### config.mk
export PLATFORM = sky130hd
export DESIGN_NAME = pc_branch_unit
export DESIGN_NICKNAME = d
export VERILOG_FILES = /design/src/rtl/pc_branch_unit.sv
export SDC_FILE = /design/constraint.sdc
export NUM_CORES = 1
export LEC_CHECK = 0
export BUFFER_PORTS_ARGS = -buffer_cell sky130_fd_sc_hd__buf_4
export CORE_MARGIN = 10
export CORE_UTILIZATION = 45
export CTS_CLUSTER_DIAMETER = 200
export DETAILED_ROUTE_END_ITERATION = 12
export GPL_TIMING_DRIVEN = 0
export PLACE_DENSITY = 0.72
export SLEW_MARGIN = 10
export SYNTH_ARGS = -nofsm -noshare
export SYNTH_HDL_FRONTEND = slang
export SYNTH_SLANG_ARGS = --single-unit
### constraint.sdc
create_clock -name clk -period 5.6 [get_ports clk]
set_input_delay 0.56 -clock clk [delete_from_list [all_inputs] [get_ports clk]]
set_output_delay 0.56 -clock clk [all_outputs]
set_load 0.02 [all_outputs]
### src/rtl/pc_branch_unit.sv
// Program counter, Z/V/N flag register with same-cycle bypass, condition evaluator
// and branch resolution with stall, halt, registered flush pulse and taken counter.
module pc_branch_unit #(
    parameter int                DATA_W   = 16,
    parameter int                IMM_W    = 9,
    parameter logic [DATA_W-1:0] RESET_PC = '0,
    parameter int                CNT_W    = 16
) (
    input  logic              clk,
    input  logic              rst,
    input  logic              stall,
    input  logic [2:0]        flag_we,
    input  logic [2:0]        flags_in,
    input  logic              branch_valid,
    input  logic              branch_reg,
    input  logic [2:0]        cond,
    input  logic [IMM_W-1:0]  imm,
    input  logic [DATA_W-1:0] reg_target,
    input  logic              halt_in,
    output logic [DATA_W-1:0] pc,
    output logic [2:0]        flags,
    output logic              flush,
    output logic              halted,
    output logic [CNT_W-1:0]  taken_count
);

    typedef enum logic {
        RUN    = 1'b0,
        HALTED = 1'b1
    } state_t;

    state_t                    state;
    state_t                    state_next;
    logic        [DATA_W-1:0]  pc_next;
    logic        [2:0]         eff;
    logic                      cond_true;
    logic                      take;
    logic signed [DATA_W-1:0]  imm_ext;
    logic signed [DATA_W-1:0]  offset;
    logic        [DATA_W-1:0]  b_target;
    logic        [DATA_W-1:0]  br_target;
    logic        [DATA_W-1:0]  target;

    // eff is {N,V,Z}; GT means neither zero nor negative.
    function automatic logic cond_eval(input logic [2:0] cc, input logic [2:0] f);
        logic z;
        logic v;
        logic n;
        logic gt;
        logic res;
        z  = f[0];
        v  = f[1];
        n  = f[2];
        gt = !(z | n);
        case (cc)
            3'b000:  res = !z;
            3'b001:  res = z;
            3'b010:  res = gt;
            3'b011:  res = n;
            3'b100:  res = z | gt;
            3'b101:  res = !gt;
            3'b110:  res = v;
            default: res = 1'b1;
        endcase
        return res;
    endfunction

    // A flag being written this cycle is seen by a branch in the same cycle.
    assign eff       = (flag_we & flags_in) | (~flag_we & flags);
    assign cond_true = cond_eval(cond, eff);

    assign imm_ext   = DATA_W'(signed'(imm));
    assign offset    = imm_ext <<< 1;
    assign b_target  = pc + DATA_W'(2) + $unsigned(offset);
    assign br_target = {reg_target[DATA_W-1:1], 1'b0};
    assign target    = branch_reg ? br_target : b_target;

    assign take   = branch_valid && cond_true && !stall && !halt_in && (state == RUN);
    assign halted = (state == HALTED);

    always_comb begin
        state_next = state;
        pc_next    = pc;
        case (state)
            RUN: begin
                if (!stall) begin
                    if (halt_in) begin
                        state_next = HALTED;
                    end else if (take) begin
                        pc_next = target;
                    end else begin
                        pc_next = pc + DATA_W'(2);
                    end
                end
            end
            default: begin
                state_next = HALTED;
            end
        endcase
    end

    always_ff @(posedge clk or posedge rst) begin
        if (rst) begin
            state       <= RUN;
            pc          <= RESET_PC;
            flags       <= 3'b000;
            flush       <= 1'b0;
            taken_count <= '0;
        end else begin
            state       <= state_next;
            pc          <= pc_next;
            flags       <= eff;
            flush       <= take;
            taken_count <= taken_count + CNT_W'(take);
        end
    end

endmodule

==> results.yml, run 1 <==
sta:
  rsz0062_at_grt: "false"
  final_critical_path_setup_slack_ns: 1.96
  tns_ns: 0
  min_period_over_period_pct: 64.9
  finalCriticalPeriod_ns: 3.64
  clock-skew-final_ns: 0.00379
  final-hold-violation-count: 0
  timing.slew.headroom_pct: 45.9
  drv_slew: 0
  setup_violators_final: 0
  measured_slew_at_the_worst_slew_check_pin_ns: 0.806
  fmaxAchievable_mhz: 275
clock_network:
  ctsResizeCount: 0
  htree_num_levels: 2
  cts_inserted_buffers: 5
  holdBufCountCts: 0
  tritoncts_clock_tree: "done"
  clock_latency_ns: 0.29
  tritoncts_num_sinks: 36
  postCtsSetupRepairBufs: 0
  cts_buffer_depth: 2
  clkSlewWorstSetupHoldPaths_ns: 0.08
  clockRootBuffer: "clkbuf_8"
power_and_ir_drop:
  power.density_mw_per_mm2: 221
  p_int_uw: 536
  power.clock.fraction_pct: 29.1
  pwr-share-seq_pct: 36.6
  power.static_leakage_nw: 1.79
  p_comb_share_pct: 34.3
  sw_share_pct: 33.8
  vdd_ir_max_mv: 0.132
  power.switching_uw: 274
cells_and_area:
  stdcell_area_mm2: 0.00366
  mostFrequentLayoutCells: "74 x buf_4, 36 x dfrtp_1, 29 x nand2_1"
  finish.cell_count_without_fillers: 485
  drive_above_1_share_pct: 25.0
  layout.cells.most_common: "buf_4"
  area.growth.synth_to_final_pct: 26.1
  final_net_count: 465
  n_antenna_cell: 0
die:
  initial_utilization_pct: 45.9
  core-area_mm2: 0.00631
  die_height_um: 100
  fp.dieW_um: 100
  num_io_pins: 77
  num_rows: 29
  die_area_mm2: 0.0101
worst_setup_path:
  worstPathBufferInverterCount: 0
  worstPathCellList: "ha_1, and3_1, nand4_1, nor2_1, xor2_1, ha_1, and3_1, a221o_1, a311oi_2, mux2i_1, o221a_1, a311oi_2"
  critical_path_at_ns: 3.84
  worst_path_dominant_cell_family: "compound AO/OA/AOI/OAI gates"
  critical-path-max-stage-delay_ns: 0.45
  crit_path_max_fanout: 7
  worst-setup-path-type: "reg2reg"
  critPathSlowestCell: "dfrtp_1"
  setup.worst_path.start_class: "flip-flop"
  cp.required_ns: 5.81
  kind_of_end_point_of_the_critical_path: "flip-flop"
route:
  antenna_violating_nets_post_route: 0
  first_iter_violations: 127
  detail_route.wirelength_um: 7830
  route.vias.total: 2674
  drc: 0
  drt_first_pass_iters: 4
  wl_per_cell_um: 16.1
  via_per_inst: 5.51
synth:
  post_synth.cell_area_avg_um2: 8.87
  synthDistinctLibCells: 61
  synth_nets: 385
  synth_seq_cells: 36
  yosys_warnings: 0
  synth_top_area_cell: "dfrtp_1"
  post_synth_instance_area_mm2: 0.00290
  async_flop_share_pct: 100
  ys.flop_type: "dfrtp_1"
  post_synth_main_area_contributors: "dfrtp_1 31%, ha_1 7.3%, xnor2_1 6.3%"
  yosysSeqAreaShare_pct: 31.1
  synth-edff-count: 0
  synth_top_cell_area_share_pct: 31.1
  postSynthCellCount: 327
placed_design:
  place.port_buffers: 73
  place_worst_setup_slack_ns: 2.02
  dpl.hpwl_um: 6200
  place_inst: 477
  routabilityCongestion: 0.848
  postPlaceCellArea_mm2: 0.00354
global_routing:
  grt_antenna_before_repair: 0
  grtUsageTotal_pct: 15.2
  grt_start_max_net_pins: 37
  first_global_vias: 2608
  globalRouteOverflowTotal: 0
  grt_first_pass_wirelength_um: 12700
run:
  drv_cap: 0
worst_hold_path:
  timing.hold.worst.class: "in2async"
status:
  run_status: "finished clean"
per-layer routing:
layer	share of wire [%]	up-vias	track usage, %	wire (um)
met2	47	73	25.2	3710
met1	46	1236	19.4	3580
li1	-	1359	-	-
met4	1.3	0	4.46	102
met3	5.6	6	3.23	441
met5	0	-	0	0
logic make-up (layout without fill, tap and decap cells):
| logic type | count (synthesis) | in the layout | synth area share, % |
|---|---|---|---|
| AO/OA/AOI/OAI | 83 | 83 | 20.4 |
| XOR/XNOR | 32 | 32 | 9.66 |
| adder cells (fa/ha/maj) | 18 | 18 | 8.02 |
| buffers and inverters | 27 | 108 | 4.01 |
| flip-flops | 36 | 36 | 31.1 |
| multiplexers | 15 | 15 | 5.87 |
| other | 1 | 1 | 0.129 |
| AND/OR/NAND/NOR | 115 | 115 | 20.8 |
power by group through the flow:
| stage | logic [mW] | registers, mW | clock network, mW |
|---|---|---|---|
| after global routing | 0.311 | 0.299 | 0.251 |
| after global placement | 0.273 | 0.301 | 0 |
| after detailed placement | 0.279 | 0.301 | 0 |
| final | 0.278 | 0.296 | 0.236 |
| after CTS | 0.280 | 0.296 | 0.241 |
| after floorplan | 0.172 | 0.317 | 0 |
final timing paths:
kind / startpoint / to / slack [ns] / depth (start not counted)
setup / recovery: pc[1]$_DFFE_PP0P_ / pc[13]$_DFFE_PP0P_ / 1.96 / 12
hold / removal: rst / pc[11]$_DFFE_PP0P_ / 0.40 / 2
setup reg to reg: pc[1]$_DFFE_PP0P_ / pc[13]$_DFFE_PP0P_ / 1.96 / 12
hold reg to reg: taken_count[8]$_DFF_PP0_ / taken_count[8]$_DFF_PP0_ / 0.49 / 1
max in group asynchronous: rst / pc[12]$_DFFE_PP0P_ / 4.71 / 2
min in group clk: halt_in / halted$_DFF_PP0_ / 0.49 / 2
cell usage after synthesis, types with 2 or more instances:
cell type  count
dfrtp_1       36
nand2_1       29
xnor2_1       21
nor2_1        18
a21oi_1       17
ha_1          17
inv_1         14
o21ai_0       13
and3_1        12
nand3_1       12
xor2_1        11
a21o_1         9
mux2i_1        8
clkbuf_1       7
nand2b_1       7
a221o_1        6
nor2b_1        6
nor3_1         5
nor3b_1        5
or3_1          5
a211oi_1       4
mux2_2         4
nand4_1        4
a31oi_1        3
buf_2          3
mux2_4         3
nor4b_1        3
o211ai_1       3
o21a_1         3
o21ai_1        3
o22ai_1        3
a311oi_2       2
and2_1         2
o31a_1         2
layout make-up:
type	instances	area, um2
Buffer	12	60.1
Clock buffer	5	68.8
Clock inverter	3	42.5
Fill cell	606	2660
Inverter	15	56.3
Multi-Input combinational cell	264	1880
Sequential cell	36	901
Tap cell	77	96.3
Timing Repair Buffer	73	548
registers in the layout, indices dropped and copies added (netlist names):
register / count
taken_count: 16
pc: 15
flags: 3
flush: 1
halted: 1
metrics by stage:
stage / hold WS [ns] / utilization, % / total power [mW]
after global placement: 0.465 / 56.1 / 0.574
after floorplan: 0.582 / - / 0.489
final: 0.403 / 57.9 / 0.810
after detailed placement: 0.479 / 56.1 / 0.580
after global routing: 0.475 / 57.9 / 0.861
after CTS: 0.434 / 57.9 / 0.817
worst reg2reg max path: stages (launching register included):
cell,delay (ns)
dfrtp_1,0.45
ha_1,0.27
and3_1,0.28
nand4_1,0.31
nor2_1,0.29
xor2_1,0.19
ha_1,0.30
and3_1,0.17
a221o_1,0.36
a311oi_2,0.31
mux2i_1,0.13
o221a_1,0.26
a311oi_2,0.22
(Power assumes the default switching activity.)
==> inputs of run 2 (changes only) <==
--- a/config.mk
+++ b/config.mk
@@ -5,13 +5,14 @@
 export SDC_FILE = /design/constraint.sdc
 export NUM_CORES = 1
 export LEC_CHECK = 0
+export ABC_AREA = 1
 export BUFFER_PORTS_ARGS = -buffer_cell sky130_fd_sc_hd__buf_4
 export CORE_MARGIN = 10
 export CORE_UTILIZATION = 45
 export CTS_CLUSTER_DIAMETER = 200
 export DETAILED_ROUTE_END_ITERATION = 12
 export GPL_TIMING_DRIVEN = 0
-export PLACE_DENSITY = 0.72
+export PLACE_DENSITY = 0.74
 export SLEW_MARGIN = 10
 export SYNTH_ARGS = -nofsm -noshare
 export SYNTH_HDL_FRONTEND = slang
==> constraint.sdc (replaced) <==
create_clock -name clk -period 3.2 [get_ports clk]
set_input_delay 0.32 -clock clk [delete_from_list [all_inputs] [get_ports clk]]
set_output_delay 0.32 -clock clk [all_outputs]
set_load 0.02 [all_outputs]
==> results.yml, run 2 <==
status:
  run_status: "finished clean"
route:
  route.vias.total: 2910
  via_per_inst: 4.97
  highest_metal_used: "met4"
  wl_per_cell_um: 13.6
  drc: 0
  total_met2_wirelength_after_detailed_routing_um: 3750
  first_iter_violations: 155
  antenna_violating_nets_post_route: 0
  wl_met1_um: 3570
  drt_first_pass_iters: 4
  met3WireLength_um: 556
  detail_route.wirelength_um: 7980
die:
  num_io_pins: 77
  core-area_mm2: 0.00639
  die_height_um: 101
  die_area_mm2: 0.0102
  fp.dieW_um: 101
  num_rows: 29
  initial_utilization_pct: 46.3
global_routing:
  grt_start_max_net_pins: 37
  grtUsageTotal_pct: 15.5
  globalRouteOverflowTotal: 0
  grt_antenna_before_repair: 0
  first_global_vias: 2925
  grt_first_pass_wirelength_um: 13200
synth:
  yosysSeqAreaShare_pct: 30.4
  synth_top_cell_area_share_pct: 30.4
  synth-edff-count: 0
  synth_seq_cells: 36
  post_synth_main_area_contributors: "dfrtp_1 30%, nand2_1 18%, nand3_1 7.8%"
  ys.flop_type: "dfrtp_1"
  async_flop_share_pct: 100
  post_synth.cell_area_avg_um2: 6.90
  yosys_warnings: 0
  synth_nets: 487
  post-synth-top-count-cell: "nand2_1"
  synthDistinctLibCells: 38
  synth_top_area_cell: "dfrtp_1"
  postSynthCellCount: 429
  post_synth_instance_area_mm2: 0.00296
  synthTopCellsByCount: "145 x nand2_1, 54 x inv_1, 46 x nand3_1"
clock_network:
  htree_num_levels: 2
  postCtsSetupRepairBufs: 0
  tritoncts_clock_tree: "done"
  clkSlewWorstSetupHoldPaths_ns: 0.07
  clockRootBuffer: "clkbuf_8"
  ctsResizeCount: 0
  cts_buffer_depth: 2
  cts_inserted_buffers: 5
  tritoncts_num_sinks: 36
  holdBufCountCts: 0
  clock_latency_ns: 0.29
placed_design:
  place.port_buffers: 73
  postPlaceCellArea_mm2: 0.00360
  routabilityCongestion: 0.876
  place_inst: 579
  place_worst_setup_slack_ns: 0.303
  dpl.hpwl_um: 6630
worst_setup_path:
  worst-setup-path-type: "reg2reg"
  critical_path_at_ns: 3.03
  cp.required_ns: 3.37
  worstPathBufferInverterCount: 1
  worst_path_dominant_cell_family: "simple AND/OR/NAND/NOR gates"
  setup.worst_path.start_class: "flip-flop"
  kind_of_end_point_of_the_critical_path: "flip-flop"
  critPathSlowestCell: "dfrtp_1"
  critical-path-max-stage-delay_ns: 0.42
  worstPathCellList: "nor3_4, nand2_1, a21oi_4, nand2_2, clkinv_1, ha_1, nand3_1, nor2_1, nand2_1, nor2_1, nand3_1, nor2_1, nand3_1, xnor2_1"
  crit_path_max_fanout: 11
sta:
  finalCriticalPeriod_ns: 2.86
  final.hold.worst_slack_ns: 0.173
  clock-skew-final_ns: 0.00645
  final_critical_path_setup_slack_ns: 0.339
  timing.slew.headroom_pct: 49.4
  drv_slew: 0
  fmaxAchievable_mhz: 349
  min_period_over_period_pct: 89.4
  rsz0062_at_grt: "false"
  setup_violators_final: 0
  measured_slew_at_the_worst_slew_check_pin_ns: 0.758
  tns_ns: 0
  final-hold-violation-count: 0
cells_and_area:
  finish.utilization_pct: 57.9
  largest_register: "taken_count"
  mostFrequentLayoutCells: "145 x nand2_1, 74 x buf_4, 53 x inv_1"
  layout.cells.most_common: "nand2_1"
  drive_above_1_share_pct: 20.0
  area.growth.synth_to_final_pct: 25.0
  final_net_count: 567
  n_antenna_cell: 0
  stdcell_area_mm2: 0.00370
  finish.cell_count_without_fillers: 586
  largest_registers: "taken_count (16), pc (15), flags (3)"
  largest_register_ffs: 16
worst_hold_path:
  timing.hold.worst.class: "in2async"
power_and_ir_drop:
  design_power_total_mw: 1.69
  power.static_leakage_nw: 2.09
  power.density_mw_per_mm2: 457
  vdd_ir_max_mv: 0.309
run:
  drv_cap: 0
run 2: cell count changes after synthesis, moves of 8 or more:
cell and change:
nor2_1 +12, and3_1 -12, mux2i_1 -8, nand2_1 +116
nand3_1 +34, xor2_1 +10, a21o_1 -9, inv_1 +40
xnor2_1 -11
run 2: cell type report:
cell class / instances / area [um2]
fillers: 615 / 2690
multi-input cells: 329 / 1790
flip-flops and latches: 36 / 901
repair buffers: 73 / 548
inverters: 56 / 210
clock buffers: 7 / 96.3
well taps: 77 / 96.3
plain buffers: 8 / 53.8
run 2: per-layer routing:
metal | GRT usage, % | vias up
met5 | 0 | -
met4 | 4.07 | 0
met3 | 3.84 | 8
met2 | 26.7 | 79
met1 | 18.6 | 1308
li1 | - | 1515
run 2: report_power, final:
| group | switching [mW] | internal, mW | total, mW |
|---|---|---|---|
| registers | 0.0680 | 0.503 | 0.571 |
| clock network | 0.159 | 0.192 | 0.351 |
| logic | 0.458 | 0.310 | 0.769 |
| total | 0.685 | 1.01 | 1.69 |
run 2: logic make-up (layout without fill, tap and decap cells):
group	Yosys count	after routing	share of synthesized area, %
simple gates	249	249	36.8
buf+inv	64	144	8.92
flops	36	36	30.4
xor+xnor	31	31	9.18
compound gates	30	30	6.64
fa+ha+maj	18	18	7.86
other cells	1	1	0.127
run 2: worst register-to-register path, delay by kind of cell, from the launching register on:
kind	cells	cell delay, ns
buf+inv	1	0.21
simple gates	10	1.56
flops	1	0.42
xor+xnor	1	0.15
compound gates	1	0.19
fa+ha+maj	1	0.23
run 2: worst paths after layout:
check,start,to,slack [ns],depth (start not counted)
worst min-delay path,rst,pc[8]$_DFFE_PP0P_,0.17,2
worst max-delay path,halted$_DFF_PP0_,taken_count[15]$_DFF_PP0_,0.34,14
worst max register to register,halted$_DFF_PP0_,taken_count[15]$_DFF_PP0_,0.34,14
max in group asynchronous,rst,flags[0]$_DFF_PP0_,2.55,2
min in group clk,stall,halted$_DFF_PP0_,0.24,2
worst min register to register,taken_count[15]$_DFF_PP0_,taken_count[15]$_DFF_PP0_,0.50,1
